## src/rtl/spi_tx_master_if.sv

```systemverilog
// -----------------------------------------------------------------------------
// spi_tx_master_if
// Purpose : groups the FIFO read-side handshake and the SPI pin signals of
//           spi_tx_master into one bundle.
// Signals : enable      - permits starting new frames
//           fifo_empty  - FIFO empty flag
//           fifo_data   - FIFO head word, valid whenever fifo_empty=0
//           fifo_read   - one-cycle pop strobe to the FIFO
//           sclk        - serial clock, idle low
//           mosi        - serial data, changes on sclk falling edge
//           cs_n        - chip select, active low
//           busy        - transmitter not idle
//           done        - one-cycle pulse when a frame completes
// Modports: master (the transmitter), slave (the FIFO/pin side).
// -----------------------------------------------------------------------------
interface spi_tx_master_if #(
    parameter int DATA_WIDTH = 32
);
    logic                  enable;
    logic                  fifo_empty;
    logic [DATA_WIDTH-1:0] fifo_data;
    logic                  fifo_read;
    logic                  sclk;
    logic                  mosi;
    logic                  cs_n;
    logic                  busy;
    logic                  done;

    modport master (
        input  enable, fifo_empty, fifo_data,
        output fifo_read, sclk, mosi, cs_n, busy, done
    );

    modport slave (
        output enable, fifo_empty, fifo_data,
        input  fifo_read, sclk, mosi, cs_n, busy, done
    );
endinterface

```

## src/rtl/spi_tx_master.sv

```systemverilog
// -----------------------------------------------------------------------------
// spi_tx_master
// Purpose : SPI mode-0 transmitter. Pops one word from the TX FIFO whenever
//           the FIFO is non-empty and transmission is enabled, then shifts it
//           out MSB-first on SCLK/MOSI while CS_N is low.
// Ports   : i_clk   - system clock, rising edge
//           i_rst_n - asynchronous active-low reset
//           bus     - spi_tx_master_if.master (enable, FIFO read port, pins,
//                     busy/done status)
// -----------------------------------------------------------------------------
module spi_tx_master #(
    parameter int DATA_WIDTH = 32,
    parameter int CLK_DIV    = 2,
    parameter int CS_GAP     = 2
) (
    input  logic            i_clk,
    input  logic            i_rst_n,
    spi_tx_master_if.master bus
);

    localparam int CNT_W = 16;
    localparam int BIT_W = $clog2(DATA_WIDTH) + 1;

    localparam logic [CNT_W-1:0] DIV_LAST = 16'(CLK_DIV - 1);
    localparam logic [CNT_W-1:0] GAP_LAST = 16'(CS_GAP - 1);
    localparam logic [BIT_W-1:0] BIT_LAST = BIT_W'(DATA_WIDTH);

    typedef enum logic [2:0] {
        S_IDLE,
        S_LOAD,
        S_SETUP,
        S_SHIFT,
        S_GAP
    } state_t;

    state_t                r_state;
    state_t                w_next_state;
    logic [CNT_W-1:0]      r_cnt;
    logic [BIT_W-1:0]      r_bitcnt;
    logic [DATA_WIDTH-1:0] r_shift;
    logic                  r_fifo_read;
    logic                  r_sclk;
    logic                  r_mosi;
    logic                  r_cs_n;
    logic                  r_busy;
    logic                  r_done;
    logic                  w_div_end;
    logic                  w_gap_end;

    assign w_div_end = (r_cnt == DIV_LAST);
    assign w_gap_end = (r_cnt == GAP_LAST);

    assign bus.fifo_read = r_fifo_read;
    assign bus.sclk      = r_sclk;
    assign bus.mosi      = r_mosi;
    assign bus.cs_n      = r_cs_n;
    assign bus.busy      = r_busy;
    assign bus.done      = r_done;

    always_comb begin
        w_next_state = r_state;
        case (r_state)
            S_IDLE:  if (bus.enable && !bus.fifo_empty) w_next_state = S_LOAD;
            S_LOAD:  w_next_state = S_SETUP;
            S_SETUP: if (w_div_end) w_next_state = S_SHIFT;
            // The frame ends once the low phase after the last bit expires.
            S_SHIFT: if (w_div_end && !r_sclk && (r_bitcnt == BIT_LAST)) w_next_state = S_GAP;
            S_GAP:   if (w_gap_end) w_next_state = S_IDLE;
            default: w_next_state = S_IDLE;
        endcase
    end

    always_ff @(posedge i_clk or negedge i_rst_n) begin
        if (!i_rst_n) begin
            r_state     <= S_IDLE;
            r_cnt       <= '0;
            r_bitcnt    <= '0;
            r_shift     <= '0;
            r_fifo_read <= 1'b0;
            r_sclk      <= 1'b0;
            r_mosi      <= 1'b0;
            r_cs_n      <= 1'b1;
            r_busy      <= 1'b0;
            r_done      <= 1'b0;
        end else begin
            r_state     <= w_next_state;
            r_busy      <= (w_next_state != S_IDLE);
            r_fifo_read <= 1'b0;
            r_done      <= 1'b0;
            case (r_state)
                S_IDLE: begin
                    r_cnt <= '0;
                    if (w_next_state == S_LOAD) begin
                        r_shift     <= bus.fifo_data;
                        r_fifo_read <= 1'b1;
                    end
                end
                S_LOAD: begin
                    r_cs_n <= 1'b0;
                    r_mosi <= r_shift[DATA_WIDTH-1];
                    r_cnt  <= '0;
                end
                S_SETUP: begin
                    if (w_div_end) begin
                        r_cnt    <= '0;
                        r_sclk   <= 1'b1;
                        r_bitcnt <= '0;
                    end else begin
                        r_cnt <= r_cnt + 16'd1;
                    end
                end
                S_SHIFT: begin
                    if (!w_div_end) begin
                        r_cnt <= r_cnt + 16'd1;
                    end else begin
                        r_cnt <= '0;
                        if (r_sclk) begin
                            // Falling edge: present the next lower bit. After the
                            // last bit the zero fill drives MOSI low.
                            r_sclk   <= 1'b0;
                            r_shift  <= {r_shift[DATA_WIDTH-2:0], 1'b0};
                            r_mosi   <= r_shift[DATA_WIDTH-2];
                            r_bitcnt <= r_bitcnt + 1'b1;
                        end else if (w_next_state == S_GAP) begin
                            r_cs_n <= 1'b1;
                            r_mosi <= 1'b0;
                            r_done <= 1'b1;
                        end else begin
                            r_sclk <= 1'b1;
                        end
                    end
                end
                S_GAP: begin
                    if (w_gap_end) r_cnt <= '0;
                    else           r_cnt <= r_cnt + 16'd1;
                end
                default: r_cnt <= '0;
            endcase
        end
    end

endmodule
```

## src/flat_wrapper.sv

```systemverilog
// flat-port wrapper written by rule: the top's interface ports become plain ports
module spi_tx_master_flat 
#(
    parameter int DATA_WIDTH = 32,
    parameter int CLK_DIV    = 2,
    parameter int CS_GAP     = 2
)
  (i_clk, i_rst_n, bus_enable, bus_fifo_empty, bus_fifo_data, bus_fifo_read, bus_sclk, bus_mosi, bus_cs_n, bus_busy, bus_done);
  spi_tx_master_if #(.DATA_WIDTH(DATA_WIDTH)) bus_i ();
  input  logic i_clk;
  input  logic i_rst_n;
  input wire logic [$bits(bus_i.enable)-1:0] bus_enable;
  input wire logic [$bits(bus_i.fifo_empty)-1:0] bus_fifo_empty;
  input wire logic [$bits(bus_i.fifo_data)-1:0] bus_fifo_data;
  output wire logic [$bits(bus_i.fifo_read)-1:0] bus_fifo_read;
  output wire logic [$bits(bus_i.sclk)-1:0] bus_sclk;
  output wire logic [$bits(bus_i.mosi)-1:0] bus_mosi;
  output wire logic [$bits(bus_i.cs_n)-1:0] bus_cs_n;
  output wire logic [$bits(bus_i.busy)-1:0] bus_busy;
  output wire logic [$bits(bus_i.done)-1:0] bus_done;
  assign bus_i.enable = bus_enable;
  assign bus_i.fifo_empty = bus_fifo_empty;
  assign bus_i.fifo_data = bus_fifo_data;
  assign bus_fifo_read = bus_i.fifo_read;
  assign bus_sclk = bus_i.sclk;
  assign bus_mosi = bus_i.mosi;
  assign bus_cs_n = bus_i.cs_n;
  assign bus_busy = bus_i.busy;
  assign bus_done = bus_i.done;
  spi_tx_master #(.DATA_WIDTH(DATA_WIDTH), .CLK_DIV(CLK_DIV), .CS_GAP(CS_GAP)) u_core (.i_clk(i_clk), .i_rst_n(i_rst_n), .bus(bus_i));
endmodule
```

## config.mk

```make
export PLATFORM = sky130hd
export DESIGN_NAME = spi_tx_master_flat
export DESIGN_NICKNAME = d
export VERILOG_FILES = /design/src/rtl/spi_tx_master_if.sv /design/src/rtl/spi_tx_master.sv /design/src/flat_wrapper.sv
export SDC_FILE = /design/constraint.sdc
export NUM_CORES = 1
export LEC_CHECK = 0
export CELL_PAD_IN_SITES_DETAIL_PLACEMENT = 1
export CELL_PAD_IN_SITES_GLOBAL_PLACEMENT = 1
export CORE_UTILIZATION = 46
export DETAILED_ROUTE_END_ITERATION = 7
export HOLD_SLACK_MARGIN = 0.1
export PLACE_DENSITY = 0.82
export SETUP_SLACK_MARGIN = 0.02
export SKIP_LAST_GASP = 1
export SLEW_MARGIN = 20
export SYNTH_ARGS = -nofsm -noshare
export SYNTH_HDL_FRONTEND = slang
export SYNTH_SLANG_ARGS = --single-unit
export TNS_END_PERCENT = 50
```

## constraint.sdc

```tcl
create_clock -name i_clk -period 5.25 [get_ports i_clk]
set_clock_uncertainty 0.1 [all_clocks]
set_input_delay 0.525 -clock i_clk [delete_from_list [all_inputs] [get_ports i_clk]]
set_output_delay 0.525 -clock i_clk [all_outputs]
set_load 0.03 [all_outputs]
```

# After elaboration in Yosys (flattened, before gate mapping)

Cells that the tools add are included.

Bits in registers: 63
Logic and storage cells: 77

Add/sub/neg operators: 2
Equal/unequal tests: 15
Multiplexer cells: 34
Reduce and logical (&&, ||, !) cells: 16

Operators with widths:

| kind                                                                    | number |
|---|---|
| 32-bit 2-to-1 mux                                                       | 3 |
| 32-bit case mux with 2 select lines                                     | 1 |
| 16-bit 2-to-1 mux                                                       | 2 |
| 6-bit 2-to-1 mux                                                        | 3 |
| 16-bit by 1-bit adder with 16-bit output, second input constant         | 1 |
| 16-bit by 1-bit == test with 1-bit output, second input constant        | 1 |
| 1-bit 2-to-1 mux                                                        | 16 |
| 3-bit case mux with 5 select lines                                      | 1 |
| 3-bit 2-to-1 mux                                                        | 4 |
| 6-bit case mux with 2 select lines                                      | 1 |
| 4-bit AND reduction                                                     | 3 |
| 2-bit by 1-bit inequality test with 1-bit output, second input constant | 5 |
| 6-bit by 1-bit adder with 6-bit output, second input constant           | 1 |
| 3-bit by 1-bit == test with 1-bit output, second input constant         | 2 |
| 3-bit by 2-bit == test with 1-bit output, second input constant         | 2 |
| 3-bit == test, second input constant                                    | 2 |
| 6-bit == test, second input constant                                    | 1 |
| 1-bit case mux with 2 select lines                                      | 3 |
| 3-bit AND reduction                                                     | 2 |
| 2-bit nonzero test                                                      | 3 |
| 1-bit logical AND                                                       | 3 |
| 3-bit logical NOT                                                       | 1 |
| 3-bit by 1-bit inequality test with 1-bit output, second input constant | 1 |
| 3-bit nonzero test                                                      | 1 |
| 3 further kinds                                                         | 4 |

# Longest topological paths before layout

Gate-level depths: netlist of run 1.

Depth in word-level cells: 10
Depth in mapped cells: 8
Depth with buffers taken out: 6

# Least setup slack after synthesis of run 1

Ideal clock, no wire load.

Path kind: register to register
Start: register u_core.r_sclk, in the netlist u_core.bus.sclk
End: register u_core.r_sclk, in the netlist u_core.bus.sclk
Library setup time: 138 ps
Data arrival time: 1629 ps
Data required time: 5012 ps
Setup slack: 3383 ps
Stages on the path, launching flop included: 6
Buffers on the path: 1
Path through: dfrtp_1 -> buf_2 -> nor4_1 -> nand3_1 -> a2111oi_0 -> a21oi_1

Longest elaborated chain between the ends: 10

Ends and longest elaborated chain:

| what                                 | line                 | RTL |
|---|---|---|
| from (decl)                          | spi_tx_master.sv:42  | `logic r_sclk;` |
| from (signal assigned)               | spi_tx_master.sv:80  | `r_sclk <= 1'b0;` |
| from (signal assigned)               | spi_tx_master.sv:106 | `r_sclk <= 1'b1;` |
| from (signal assigned)               | spi_tx_master.sv:120 | `r_sclk <= 1'b0;` |
| 1-bit logical NOT                    | spi_tx_master.sv:67  | `S_SHIFT: if (w_div_end && !r_sclk && (r_bitcnt == BIT_LAST)) w_next_state = S_GAP;` |
| 1-bit logical AND (2 in series)      | spi_tx_master.sv:67  |  |
| 3-bit 2-to-1 mux                     | spi_tx_master.sv:67  |  |
| 3-bit case mux with 5 select lines   | spi_tx_master.sv:62  | `case (r_state)` |
| 3-bit == test                        | spi_tx_master.sv:124 | `end else if (w_next_state == S_GAP) begin` |
| 1-bit 2-to-1 mux                     | spi_tx_master.sv:124 |  |
| 1-bit 2-to-1 mux *                   | spi_tx_master.sv:117 | `if (r_sclk) begin` |
| 1-bit 2-to-1 mux *                   | spi_tx_master.sv:113 | `if (!w_div_end) begin` |
| 1-bit case mux with 2 select lines * | spi_tx_master.sv:90  | `case (r_state)` |

Mark *: on every way between the ends. The rest lies on a longest branch, timed or not. The select of a mux whose other input is x is not followed.
A chain may end at the register's enable or synchronous reset.

# Worst setup path after layout of run 1

Start: register u_core.r_state[0]
End: register u_core.r_shift[0]

Longest elaborated chain between the ends: 5
Elaborated cells on any way between the ends: 17
Classes of those cells: 8 x eq/ne; 6 x mux; 3 x reduce/logical

Ends and longest elaborated chain:

| what                                                       | line                 | RTL |
|---|---|---|
| from (decl)                                                | spi_tx_master.sv:36  | `state_t r_state;` |
| from (signal assigned)                                     | spi_tx_master.sv:86  | `r_state <= w_next_state;` |
| 3-bit == test, or another cell as far along                | spi_tx_master.sv:62  |  |
| 3-bit case mux with 5 select lines                         | spi_tx_master.sv:62  |  |
| 3-bit by 1-bit == test with 1-bit output                   | spi_tx_master.sv:93  | `if (w_next_state == S_LOAD) begin` |
| 2-bit by 1-bit inequality test with 1-bit output (no line) | -                    |  |
| 4-bit AND reduction (no line)                              | -                    |  |
| to (signal assigned)                                       | spi_tx_master.sv:94  | `r_shift <= bus.fifo_data;` |
| to (signal assigned)                                       | spi_tx_master.sv:121 | `r_shift <= {r_shift[DATA_WIDTH-2:0], 1'b0};` |
| to (decl)                                                  | spi_tx_master.sv:40  | `logic [DATA_WIDTH-1:0] r_shift;` |

Several ways; a longest one is shown, not always the timed one.

==> results of run 1 <==
routing by layer:
metal	part of all wire, %	vias to the layer above	global-route usage [%]	wire length [um]
li1	-	1232	-	-
met1	48	1299	32.1	3700
met2	47	48	37.3	3660
met3	3.0	12	3.70	230
met4	1.9	0	10.3	148
met5	0	-	0	0
cells in the mapped netlist (all sizes together) (3+ instances only):
library cell   n  area (um^2)
a21oi         37          189
and3          32          201
and4           3         26.3
buf           14         70.1
clkbuf         9         33.8
dfrtp         62         1550
ha             4         50.1
inv            8         30.0
nand2         10         37.5
nand3         13         70.1
nand3b         3         22.5
nand4          3         18.8
nor2          16         60.1
nor2b          3         18.8
nor3           7         35.0
nor4           5         43.8
o211ai         5         37.5
o21ai          7         35.0
o2bb2ai       31          272
or4            3         26.3
xnor2          5         43.8
xor2           6         52.6
sequential cells by signal, summed over array words and instances, names as in the netlist:
register and flops:
u_core.r_shift 32, u_core.r_cnt 16, u_core.r_bitcnt 6, u_core.r_state 3, u_core.bus.busy 1, u_core.bus.cs_n 1
u_core.bus.done 1, u_core.bus.fifo_read 1, u_core.bus.mosi 1, u_core.bus.sclk 1
worst max-delay path by stage:
stage,startpoint,to,slack (ns)
2_1_floorplan,u_core.bus.sclk,u_core.bus.sclk,3.38
3_3_place_gp,u_core.r_state[0],u_core.r_shift[0],2.92
3_5_place_dp,u_core.r_cnt[1],u_core.r_cnt[3],2.84
4_1_cts,u_core.r_cnt[1],u_core.r_cnt[5],2.82
5_1_grt,u_core.r_cnt[1],u_core.r_cnt[5],2.57
6_report,u_core.r_state[0],u_core.r_shift[0],2.82
critical path, cell delays in order, from the launching register on:
cell and delay, ns:
dfrtp_1 0.57, and3b_1 0.95, a31oi_2 0.16, buf_4 0.28, a32o_1 0.24
cell type report:
class / instances / area [um^2] / area share, %
clock buffer: 13 / 169 / 4.43
clock inverter: 3 / 40.0 / 1.05
inverter: 8 / 30.0 / 0.788
multi-input combinational: 216 / 1450 / 38.2
sequential: 63 / 1580 / 41.4
tap: 77 / 96.3 / 2.53
timing repair buffer: 46 / 443 / 11.6
where the power goes:
| part | switching, mW | internal (mW) | leakage [nW] |
|---|---|---|---|
| Sequential | 0 | 0.485 | 0.851 |
| Combinational | 0.0139 | 0.0230 | 0.678 |
| Clock | 0.190 | 0.257 | 0.109 |
| Total | 0.204 | 0.765 | 1.64 |
metrics by stage:
stage | utilization (%) | area, um^2 | worst slack (ns)
2_1_floorplan | - | 3160 | 3.38
3_3_place_gp | 55.4 | 3600 | 2.92
3_5_place_dp | 55.4 | 3600 | 2.84
4_1_cts | 58.7 | 3810 | 2.82
5_1_grt | 58.7 | 3810 | 2.57
6_report | 58.7 | 3810 | 2.82
logic make-up after synthesis:
kind of cell,share of synthesized area [%]
adder cells (fa/ha/maj),1.58
multiplexers,0.633
AO/OA/AOI/OAI,20.6
XOR/XNOR,3.05
buffers and inverters,4.23
AND/OR/NAND/NOR,20.0
flip-flops,49.9
==> flow_metrics.env, run 1 <==
export IMPL_dieArea_um2=7210
export IMPL_num_io_pins=42
export IMPL_dr_total_vias=2591
export IMPL_fin_tns_setup_ns=0
export IMPL_synth_seq_cells=63
export IMPL_route_detailed_drc=5
export IMPL_max_freq_mhz=411
export IMPL_synth_edf_count=0
export IMPL_core_rowCount=29
export IMPL_layout_common_cells="dfrtp_1, clkdlybuf4s50_1, a21oi_1"
export IMPL_rsz0062_at_grt="false"
export IMPL_grt_first_pass_wirelength_mm=13.2
export IMPL_die_w_um=84.9
export IMPL_yosysUniqueCellTypes=48
export IMPL_worstSetupStartpointType="flop"
export IMPL_yosysWarnings=0
export IMPL_async_flop_share_pct=100
export IMPL_fill_cells=717
export IMPL_syn_area_um2=3160
export IMPL_clkTransAtPathRegs_ns=0.07
export IMPL_finalCritPeriodShare_pct=46.4
export IMPL_cts_setup_buffers=0
export IMPL_finalNonFillerCells=426
export IMPL_vias_per_cell=6.08
export IMPL_p_per_area_nw_per_um2=254
export IMPL_groute_usage_overall_pct=23.5
export IMPL_cts_resized=0
export IMPL_drt_iter0_markers=121
export IMPL_period_needed_ns=2.43
export IMPL_drive_gt1_share_pct=9.46
export IMPL_path_max_fanout=34
export IMPL_io_buffers=41
export IMPL_status="finished with violations"
export IMPL_violations="DRC"
export IMPL_endpoint_kind="flop"
export IMPL_clockBufferDepth=2
export IMPL_hold_class="primary input to asynchronous set/reset pin"
export IMPL_final_common_cell="dfrtp_1"
export IMPL_syn_to_final_growth_pct=20.5
export IMPL_gp_congestion=0.820
export IMPL_tightest_slew_ns=1.09
export IMPL_placed_cells_incl_taps=410
export IMPL_holdBufCountCts=0
export IMPL_yosys_most_used_dff="dfrtp_1"
export IMPL_nets=384
export IMPL_syn_area_per_cell_um2=10.2
export IMPL_h_tree_depth=3
export IMPL_cap_violations=0
export IMPL_syn_inst=310
export IMPL_r2r_setup_slack_ns=2.82
export IMPL_antenna_found_initial=0
export IMPL_cp_required_ns=5.38
export IMPL_power_mw=0.969
export IMPL_die_y_um=84.9
export IMPL_reg2regPathDepth=4
export IMPL_dp_hpwl_mm=4.79
export IMPL_max_vdd_ir_drop_uv=241
export IMPL_slew_viol_final=0
export IMPL_grt_pass1_vias=2636
export IMPL_whs_ns=0.248
export IMPL_wl_mm=7.74
export IMPL_diodes=0
export IMPL_grt_max_degree=64
export IMPL_first_pass_iters=7
export IMPL_core_um2=6490
export IMPL_critPathArrivalTime_ns=2.56
export IMPL_numCtsBuffers=9
export IMPL_clock_sinks=63
export IMPL_clk_latency_ns=0.34
export IMPL_r2r_end="u_core.r_shift[0]"
export IMPL_avgRoutedWirePerCell_um=18.2
export IMPL_grt_overflow_total=0
export IMPL_tritoncts="yes"
export IMPL_synth_fp_nets=350
export IMPL_initial_utilization_pct=48.7
export IMPL_slew_limit_headroom_pct=27.5
export IMPL_leakagePower_nw=1.64
export IMPL_finalSetupViolCount=0
export IMPL_crit_reg2reg_launch="u_core.r_state[0]"
export IMPL_ys_seq_area_share_pct=49.9
export IMPL_crit_type="flop to flop"
export IMPL_root_buffer="clkbuf_8"
export IMPL_antenna_left=0
export IMPL_final_hold_violation_count=0
Note: power is estimated with default switching activity, not from simulation.
==> inputs of run 2 (changes only) <==
--- a/config.mk
+++ b/config.mk
@@ -7,10 +7,10 @@
 export LEC_CHECK = 0
 export CELL_PAD_IN_SITES_DETAIL_PLACEMENT = 1
 export CELL_PAD_IN_SITES_GLOBAL_PLACEMENT = 1
-export CORE_UTILIZATION = 46
+export CORE_UTILIZATION = 39
 export DETAILED_ROUTE_END_ITERATION = 7
 export HOLD_SLACK_MARGIN = 0.1
-export PLACE_DENSITY = 0.82
+export PLACE_DENSITY = 0.74
 export SETUP_SLACK_MARGIN = 0.02
 export SKIP_LAST_GASP = 1
 export SLEW_MARGIN = 20
==> constraint.sdc (replaced) <==
create_clock -name i_clk -period 2.2 [get_ports i_clk]
set_clock_uncertainty 0.1 [all_clocks]
set_input_delay 0.22 -clock i_clk [delete_from_list [all_inputs] [get_ports i_clk]]
set_output_delay 0.22 -clock i_clk [all_outputs]
set_load 0.03 [all_outputs]
==> run 2 against run 1 <==
Against the previous run: the run now ends clean; clock power rose to 2.6 times the previous value; global-route usage fell by 3.4 points; design area rose by 4.2%; combinational power grew to 2.5 times the previous value; wire length rose by 2.0%; first-iteration DRC count grew 9.9%; sequential power increased by 140%; via count grew 1.7%; critical path depth rose by 3; worst setup slack lost 2.7 ns; non-clock buffer count rose by 9; die area increased by 18%.
==> flow_metrics.env, run 2 (synthesized netlist as in run 1, its figures left out) <==
export IMPL_final_common_cell="dfrtp_1"
export IMPL_fin_tns_setup_ns=0
export IMPL_antenna_found_initial=0
export IMPL_final_hold_violation_count=0
export IMPL_top_register="u_core.r_shift"
export IMPL_grt_first_pass_wirelength_mm=13.4
export IMPL_io_buffers=41
export IMPL_slowest_delay_ns=0.41
export IMPL_tightest_slew_ns=0.581
export IMPL_pwr_share_clk_pct=48.2
export IMPL_crit_chain="inv_1 -> ha_1 -> nor4b_2 -> and4_1 -> a31oi_2 -> buf_4 -> o2bb2ai_1"
export IMPL_fill_cells=860
export IMPL_vias_per_cell=5.73
export IMPL_dpl_cell_area_um2=3730
export IMPL_cp_slowest_cell="dfrtp_1"
export IMPL_cts_resized=0
export IMPL_finalSetupViolCount=0
export IMPL_root_buffer="clkbuf_8"
export IMPL_swShare_pct=21.6
export IMPL_drive_gt1_share_pct=11.7
export IMPL_cp_required_ns=2.31
export IMPL_crit_type="flop to flop"
export IMPL_first_pass_iters=4
export IMPL_layout_common_cells="dfrtp_1, clkdlybuf4s50_1, a21oi_1"
export IMPL_finalCritPeriodShare_pct=92.7
export IMPL_largest_register_ffs=32
export IMPL_diodes=0
export IMPL_numCtsBuffers=9
export IMPL_hold_class="primary input to asynchronous set/reset pin"
export IMPL_power_mw=2.41
export IMPL_core_um2=7770
export IMPL_grt_pass1_vias=2752
export IMPL_clk_latency_ns=0.34
export IMPL_final_area_um2=3970
export IMPL_dp_slack_ns=0.153
export IMPL_gp_congestion=0.773
export IMPL_placed_cells_incl_taps=443
export IMPL_leakagePower_nw=1.69
export IMPL_grt_max_degree=42
export IMPL_clock_sinks=63
export IMPL_top_usage_layer="met2"
export IMPL_path_max_fanout=31
export IMPL_status="finished, final reports clean"
export IMPL_avgRoutedWirePerCell_um=17.2
export IMPL_p_comb_share_pct=3.9
export IMPL_p_per_area_nw_per_um2=607
export IMPL_slew_viol_final=0
export IMPL_num_io_pins=42
export IMPL_antenna_left=0
export IMPL_dieArea_um2=8470
export IMPL_worstSetupStartpointType="flop"
export IMPL_die_y_um=92.0
export IMPL_route_detailed_drc=0
export IMPL_syn_to_final_growth_pct=25.6
export IMPL_core_rowCount=32
export IMPL_cap_violations=0
export IMPL_period_needed_ns=2.04
export IMPL_whs_ns=0.309
export IMPL_final_core_util_pct=51.1
export IMPL_rsz0062_at_grt="false"
export IMPL_groute_usage_overall_pct=20.1
export IMPL_initial_utilization_pct=40.7
export IMPL_p_sw_mw=0.521
export IMPL_tritoncts="yes"
export IMPL_dr_total_vias=2635
export IMPL_p_int_mw=1.89
export IMPL_clkTransAtPathRegs_ns=0.08
export IMPL_finalNonFillerCells=460
export IMPL_reg_top3="u_core.r_shift (32), u_core.r_cnt (16), u_core.r_bitcnt (6)"
export IMPL_endpoint_kind="flop"
export IMPL_crit_reg2reg_launch="u_core.r_cnt[1]"
export IMPL_critPathArrivalTime_ns=2.15
export IMPL_grt_overflow_total=0
export IMPL_use_met3_pct=2.82
export IMPL_dp_hpwl_mm=5.24
export IMPL_grtUsageMet1_pct=27.0
export IMPL_wl_mm=7.90
export IMPL_slew_limit_headroom_pct=61.3
export IMPL_die_w_um=92.0
export IMPL_nets=393
export IMPL_grt_util_met2_pct=32.4
export IMPL_clockBufferDepth=2
export IMPL_max_vdd_ir_drop_uv=326
export IMPL_crit_start="u_core.r_cnt[1]"
export IMPL_h_tree_depth=3
export IMPL_worst_slack_ns=0.160
export IMPL_power_share_sequential_pct=48.0
export IMPL_drt_iter0_markers=133
export IMPL_max_freq_mhz=490
## run 2: cell types whose count changed in the layout (fill, tap and decap cells not counted)
| cell | before | now |
|---|---|---|
| clkinv_2 | 2 | 0 |
| clkinv_4 | 0 | 1 |
| dlygate4sd3_1 | 0 | 1 |
| buf_4 | 5 | 10 |
| inv_6 | 0 | 1 |
| clkbuf_1 | 1 | 0 |
| clkinvlp_4 | 0 | 2 |
| buf_12 | 0 | 3 |
| bufinv_16 | 1 | 2 |
| clkbuf_8 | 12 | 10 |
## run 2: path summary, 6_finish.rpt
check	depth (start not counted)	endpoint	slack [ns]
worst max-delay path	7	u_core.r_shift[20]	0.16
worst min-delay path	2	u_core.r_shift[4]	0.31
worst max register to register	7	u_core.r_shift[20]	0.16
worst min register to register	1	u_core.r_shift[12]	0.39
max in group asynchronous	3	u_core.bus.cs_n	1.01
min in group i_clk	1	u_core.r_shift[12]	0.39
## run 2: layout make-up
| cell class | instances | area (um^2) | share of cell area [%] |
|---|---|---|---|
| sequential | 63 | 1580 | 39.7 |
| clock inverter | 6 | 92.6 | 2.33 |
| tap | 102 | 128 | 3.21 |
| inverter | 8 | 30.0 | 0.756 |
| timing repair buffer | 55 | 551 | 13.9 |
| multi-input combinational | 216 | 1450 | 36.6 |
| clock buffer | 10 | 138 | 3.47 |
## run 2: per-layer routing
metal / routed length [um] / vias to the layer above
li1: - / 1244
met1: 3770 / 1352
met2: 3860 / 32
met3: 168 / 7
met4: 102 / 0
met5: 0 / -
## run 2: worst max-delay path: cells and delay by family, from the launching register on
kind	cells	cell delay, ns
flops	1	0.41
fa+ha+maj	1	0.13
buf+inv	2	0.35
simple gates	2	0.60
compound gates	2	0.32
## run 2: what timing repair did
action                    in CTS  in global routing
setup buffers                  0                  0
hold buffers                   1                  0
hold endpoints to repair      22                  0
## run 2: power groups by stage
stage | Clock [mW] | Sequential [mW] | Combinational [mW]
3_3_place_gp | 0 | 1.18 | 0.0933
3_5_place_dp | 0 | 1.18 | 0.0942
2_1_floorplan | 0 | 1.18 | 0.00108
4_1_cts | 1.19 | 1.16 | 0.0959
5_1_grt | 1.24 | 1.16 | 0.102
6_report | 1.16 | 1.16 | 0.0929
==> inputs of run 3 (changes only) <==
--- a/config.mk
+++ b/config.mk
@@ -5,10 +5,13 @@
 export SDC_FILE = /design/constraint.sdc
 export NUM_CORES = 1
 export LEC_CHECK = 0
+export ABC_AREA = 1
 export CELL_PAD_IN_SITES_DETAIL_PLACEMENT = 1
 export CELL_PAD_IN_SITES_GLOBAL_PLACEMENT = 1
-export CORE_UTILIZATION = 39
+export CORE_UTILIZATION = 38
+export CTS_CLUSTER_SIZE = 12
 export DETAILED_ROUTE_END_ITERATION = 7
+export GPL_ROUTABILITY_DRIVEN = 0
 export HOLD_SLACK_MARGIN = 0.1
 export PLACE_DENSITY = 0.74
 export SETUP_SLACK_MARGIN = 0.02
==> run 3 against run 2 <==
Against the previous run: maximum frequency grew 7.1%; sequential power is essentially flat; combinational power is essentially flat; worst hold slack lost 0.042 ns; first-iteration DRC count shrank 45%; synthesized cell count grew 20%.
==> flow_metrics.env, run 3 <==
export IMPL_status="finished, final reports clean"
export IMPL_vias_per_cell=5.04
export IMPL_cp_slowest_cell="dfrtp_1"
export IMPL_first_pass_iters=4
export IMPL_slew_limit_headroom_pct=68.4
export IMPL_synth_commonest_cells="nand2_1, dfrtp_1, nor2_1"
export IMPL_diodes=0
export IMPL_cts_resized=0
export IMPL_p_int_mw=2.00
export IMPL_yosysWarnings=0
export IMPL_numCtsBuffers=9
export IMPL_seqCellArea_um2=1580
export IMPL_crit_chain="nor2_1 -> nand3_2 -> nor2_2 -> nand2_2 -> nor2_4 -> o21ai_4 -> buf_12 -> nand2_1 -> o21ai_1"
export IMPL_grt_pass1_vias=2740
export IMPL_synth_fp_nets=412
export IMPL_worstSetupStartpointType="flop"
export IMPL_dieArea_um2=9130
export IMPL_syn_inst=372
export IMPL_max_freq_mhz=525
export IMPL_core_um2=8340
export IMPL_finalSetupViolCount=0
export IMPL_hold_class="primary input to asynchronous set/reset pin"
export IMPL_period_needed_ns=1.90
export IMPL_pwr_share_clk_pct=49.9
export IMPL_root_buffer="clkbuf_8"
export IMPL_yosys_area_share_adder_pct=1.50
export IMPL_post_synth_top_count_cell="nand2_1"
export IMPL_h_tree_depth=3
export IMPL_num_io_pins=42
export IMPL_io_buffers=41
export IMPL_avgRoutedWirePerCell_um=14.6
export IMPL_power_share_sequential_pct=46.4
export IMPL_drive_gt1_share_pct=14.1
export IMPL_synth_area_leaders="dfrtp_1, mux2i_1, nand2_1"
export IMPL_p_per_area_nw_per_um2=606
export IMPL_die_y_um=95.6
export IMPL_wl_mm=7.77
export IMPL_initial_utilization_pct=39.9
export IMPL_tightest_slew_ns=0.473
export IMPL_synthXorXnorAreaFrac_pct=1.58
export IMPL_rsz0062_at_grt="false"
export IMPL_synthMuxAreaShare_pct=9.03
export IMPL_synth_edf_count=0
export IMPL_p_comb_share_pct=3.7
export IMPL_synth_simple_gate_area_share_pct=22.8
export IMPL_finalCritPeriodShare_pct=86.6
export IMPL_synth_seq_cells=63
export IMPL_endpoint_kind="flop"
export IMPL_final_common_cell="nand2_1"
export IMPL_largest_register_ffs=32
export IMPL_finalNonFillerCells=531
export IMPL_yosys_most_used_dff="dfrtp_1"
export IMPL_p_sw_mw=0.491
export IMPL_yosysTopAreaCellShare_pct=46.7
export IMPL_route_detailed_drc=0
export IMPL_top_register="u_core.r_shift"
export IMPL_crit_type="flop to flop"
export IMPL_clkTransAtPathRegs_ns=0.07
export IMPL_async_flop_share_pct=100
export IMPL_antenna_found_initial=0
export IMPL_slew_viol_final=0
export IMPL_core_rowCount=33
export IMPL_slowest_delay_ns=0.45
export IMPL_final_hold_violation_count=0
export IMPL_clk_latency_ns=0.34
export IMPL_synth_top_family_by_area="simple AND/OR/NAND/NOR gates"
export IMPL_grt_overflow_total=0
export IMPL_clock_sinks=63
export IMPL_groute_usage_overall_pct=18.6
export IMPL_dr_total_vias=2678
export IMPL_synth_compound_area_share_pct=10.9
export IMPL_die_w_um=95.6
export IMPL_cap_violations=0
export IMPL_reg_top3="u_core.r_shift (32), u_core.r_cnt (16), u_core.r_bitcnt (6)"
export IMPL_tritoncts="yes"
export IMPL_clockBufferDepth=2
export IMPL_critPathArrivalTime_ns=2.02
export IMPL_multi_input_area_um2=1530
export IMPL_syn_area_um2=3330
export IMPL_syn_to_final_growth_pct=23.7
export IMPL_drt_iter0_markers=73
export IMPL_layout_common_cells="nand2_1, dfrtp_1, clkdlybuf4s50_1"
export IMPL_swShare_pct=19.7
export IMPL_power_mw=2.49
export IMPL_dp_hpwl_mm=5.71
export IMPL_fin_tns_setup_ns=0
export IMPL_grt_first_pass_wirelength_mm=13.0
export IMPL_syn_area_per_cell_um2=8.94
export IMPL_synth_largest_area_cell="dfrtp_1"
export IMPL_nets=461
export IMPL_ys_seq_area_share_pct=47.4
export IMPL_leakagePower_nw=2.06
export IMPL_yosysUniqueCellTypes=31
export IMPL_max_vdd_ir_drop_uv=443
export IMPL_path_max_fanout=63
export IMPL_cp_required_ns=2.31
export IMPL_antenna_left=0
export IMPL_grt_max_degree=64
export IMPL_placed_cells_incl_taps=514
export IMPL_fill_cells=978
==> run 3: cell types whose count changed in the layout (fill, tap and decap cells not counted), moves of 20 or more <==
| cell | delta |
|---|---|
| and3_1 | -31 |
| a21oi_1 | -24 |
| nand2_1 | +66 |
| o21ai_2 | +20 |
| nor2_1 | +22 |
| o2bb2ai_1 | -31 |
| inv_1 | +23 |
| mux2i_1 | +28 |
==> run 3: final cells by class <==
cell class | count | share of cell area, %
Sequential cell | 63 | 38.4
Multi-Input combinational cell | 265 | 37.2
Timing Repair Buffer | 49 | 12.3
Clock buffer | 11 | 3.44
Tap cell | 105 | 3.19
Inverter | 33 | 3.01
Clock inverter | 5 | 2.53
==> run 3: path summary, 6_finish.rpt <==
kind	slack (ns)	end	cells past startpoint	from
max reg2reg	0.30	u_core.r_shift[18]	9	u_core.r_cnt[6]
max in group asynchronous	1.07	u_core.bus.cs_n	3	i_rst_n
min in group i_clk	0.39	u_core.r_shift[9]	2	u_core.r_shift[9]
min	0.27	u_core.r_cnt[7]	2	i_rst_n
max	0.30	u_core.r_shift[18]	9	u_core.r_cnt[6]
min reg2reg	0.39	u_core.r_shift[9]	2	u_core.r_shift[9]
==> run 3: per-stage QoR <==
| stage | utilization, % | hold slack, ns | instance area (um^2) | setup WS (ns) |
|---|---|---|---|---|
| after floorplan | - | -0.176 | 3330 | 0.580 |
| after global placement | 46.2 | 0.110 | 3860 | 0.392 |
| after detailed placement | 46.2 | 0.114 | 3860 | 0.351 |
| final | 49.3 | 0.268 | 4110 | 0.296 |
| after global routing | 49.3 | 0.319 | 4110 | 0.139 |
| after CTS | 49.3 | 0.281 | 4110 | 0.280 |
==> run 3: what timing repair did <==
item / CTS / global route
hold buffers: 1 / 0
hold endpoints to repair: 18 / 0
setup buffers: 0 / 0
==> run 3: worst max-delay path, delay by kind of cell (launching register included) <==
kind / cells / cell delay [ns]
compound gates: 2 / 0.14
buf+inv: 1 / 0.19
flops: 1 / 0.45
simple gates: 6 / 0.86
==> run 3: per-layer routing <==
metal | track usage, % | wire length [um]
met3 | 5.02 | 304
met5 | 0 | 0
met1 | 26.2 | 3810
met2 | 28.7 | 3600
met4 | 4.10 | 51
==> run 3: cell families after synthesis <==
family / count (synthesis)
compound gates: 55
xor+xnor: 6
fa+ha+maj: 4
buf+inv: 44
flops: 63
mux: 30
simple gates: 170
==> run 3: power by group through the flow <==
| stage | clock network [mW] | registers [mW] | logic, mW |
|---|---|---|---|
| final | 1.24 | 1.16 | 0.0927 |
| after detailed placement | 0 | 1.18 | 0.0944 |
| after CTS | 1.27 | 1.16 | 0.0956 |
| after floorplan | 0 | 1.18 | 0.00228 |
| after global placement | 0 | 1.18 | 0.0940 |
| after global routing | 1.32 | 1.16 | 0.102 |
==> RTL change: new RTL, flow settings as in run 1 <==
Set the localparam `CNT_W` to 32 (it was 16).
--- a/src/rtl/spi_tx_master.sv
+++ b/src/rtl/spi_tx_master.sv
@@ -18,7 +18,7 @@
     spi_tx_master_if.master bus
 );
 
-    localparam int CNT_W = 16;
+    localparam int CNT_W = 32;
     localparam int BIT_W = $clog2(DATA_WIDTH) + 1;
 
     localparam logic [CNT_W-1:0] DIV_LAST = 16'(CLK_DIV - 1);
Function: no difference found for any inputs over 10 cycles, from zero or initial values and one cycle with i_rst_n low; that may be too few to reach the edited logic, so the function may still have changed.
==> RTL change against run 1 <==
Cell area increased by 21%; critical endpoint is now u_core.r_shift[25]; first-iteration DRC count decreased by 9.9%; total power increased by 21%; sequential power increased by 25%; routed wire length increased by 15%; synthesized area increased by 23%; setup slack got worse by 0.62 ns; highest routed layer unchanged; non-clock buffer count decreased by 1; sequential cell count increased by 16.
==> RTL change: results (changes against run 1) <==
fin_cells: 513  # +20%
max_freq_mhz: 327  # -20%
drt_iter0_drc: 109  # -9.9%
postPlaceCellArea_sq_mm: 0.00434  # +21%
r2r-end: "u_core.r_shift[25]"
use_met1_pct: 29.6  # -2.5 points
holdWs_ns: 0.413  # +0.165 ns
clk_pin_slew_ns: 0.09  # +0.02 ns
top_regs: "u_core.r_cnt x32, u_core.r_shift x32, u_core.r_bitcnt x6"
synth_top_cells_by_area: "dfrtp_1 (50%), o221a_2 (8.7%), nand2b_1 (5.9%), xor2_1 (5.0%), nor2_1 (3.6%)"
leakagePower_nw: 2.01  # +23%
synth-adder-area-share_pct: 1.29  # -0.30 points
hpwlAfterDp_um: 5780  # +21%
preCtsSetupSlack_ns: 2.04  # -0.800 ns
numCtsBuffers: 9  # unchanged
nFillCells: 899  # +25%
regArea_sq_mm: 0.00198  # +25%
synthDistinctLibCells: 46  # -4.2%
dr_wl_met3_um: 234  # +1.7%
synthMuxAreaShare_pct: 0  # -0.63 points
arrival_ns: 3.25  # +0.69 ns
wl_per_cell_um: 17.4  # -4.5%
synth_fp_nets: 408  # +17%
crit_family: "buffers and inverters"
syn_area_per_cell_sq_um: 10.6  # +3.7%
grt_max_degree: 80  # +25%
route.met2.wl_um: 4290  # +17%
synth_common_cells: "dfrtp_1 (78), nand2b_1 (37), nor2_1 (37), o221a_2 (30), xor2_1 (22)"
placedCellCount: 495  # +21%
critPathMaxStageDelay_ns: 0.81  # -0.14 ns
use_met2_pct: 35.2  # -2.1 points
wl_met1_um: 4250  # +15%
use_met3_pct: 4.37  # +0.67 points
vias_per_cell: 5.73  # -5.7%
antenna_cells: 0  # unchanged
vdd.ir_drop.worst_v: 0.000122  # -49%
hold_class: "reg2reg"
synth-xor-area-share_pct: 6.53  # +3.5 points
grt_pass1_wl_um: 15000  # +14%
reg2reg_depth: 7  # +3
ys_seq_area_share_pct: 50.8  # +0.92 points
drt_pre_antenna_iters: 4  # -3
path_max_fanout: 34  # unchanged
status: "complete, no violations"
drive_gt1_share_pct: 14.7  # +5.3 points
crit_end: "u_core.r_shift[25]"
grt_pass1_vias: 3040  # +15%
insertion_delay_ns: 0.36  # +0.02 ns
r2r_slack_ns: 2.19  # -0.62 ns
max_slew_margin_pct: 32.5  # +4.9 points
grt_usage_pct: 22.0  # -1.5 points
crit_slowest_cell: "inv_1"
gp_congestion: 0.788  # -3.9%
-- RTL change: cell types whose count changed after synthesis, moves of 5 or more --
cell       delta
and3_1       -23
nand3_1       +9
o2bb2ai_1    -31
nor4_1        +5
nand4_1      +15
xor2_1       +16
buf_2         -7
dfrtp_1      +16
o221a_2      +30
nor2_1       +21
a21oi_1      -32
nand2b_1     +35
-- RTL change: kinds of logic after synthesis --
logic type / Yosys count
XOR/XNOR: 29
adder cells (fa/ha/maj): 4
AO/OA/AOI/OAI: 59
AND/OR/NAND/NOR: 169
buffers and inverters: 28
flip-flops: 79
-- RTL change: power breakdown --
part	switching (mW)	leakage [nW]	internal, mW
logic	0.0150	0.829	0.0281
registers	0	1.07	0.608
clock network	0.228	0.113	0.296
total	0.243	2.01	0.932
-- RTL change: cell type report --
cell class / instances / share of cell area, %
clock inverter: 4 / 1.65
multi-input combinational: 261 / 38.8
sequential: 79 / 42.8
clock buffer: 12 / 3.36
timing repair buffer: 45 / 9.96
inverter: 7 / 0.569
tap: 105 / 2.84
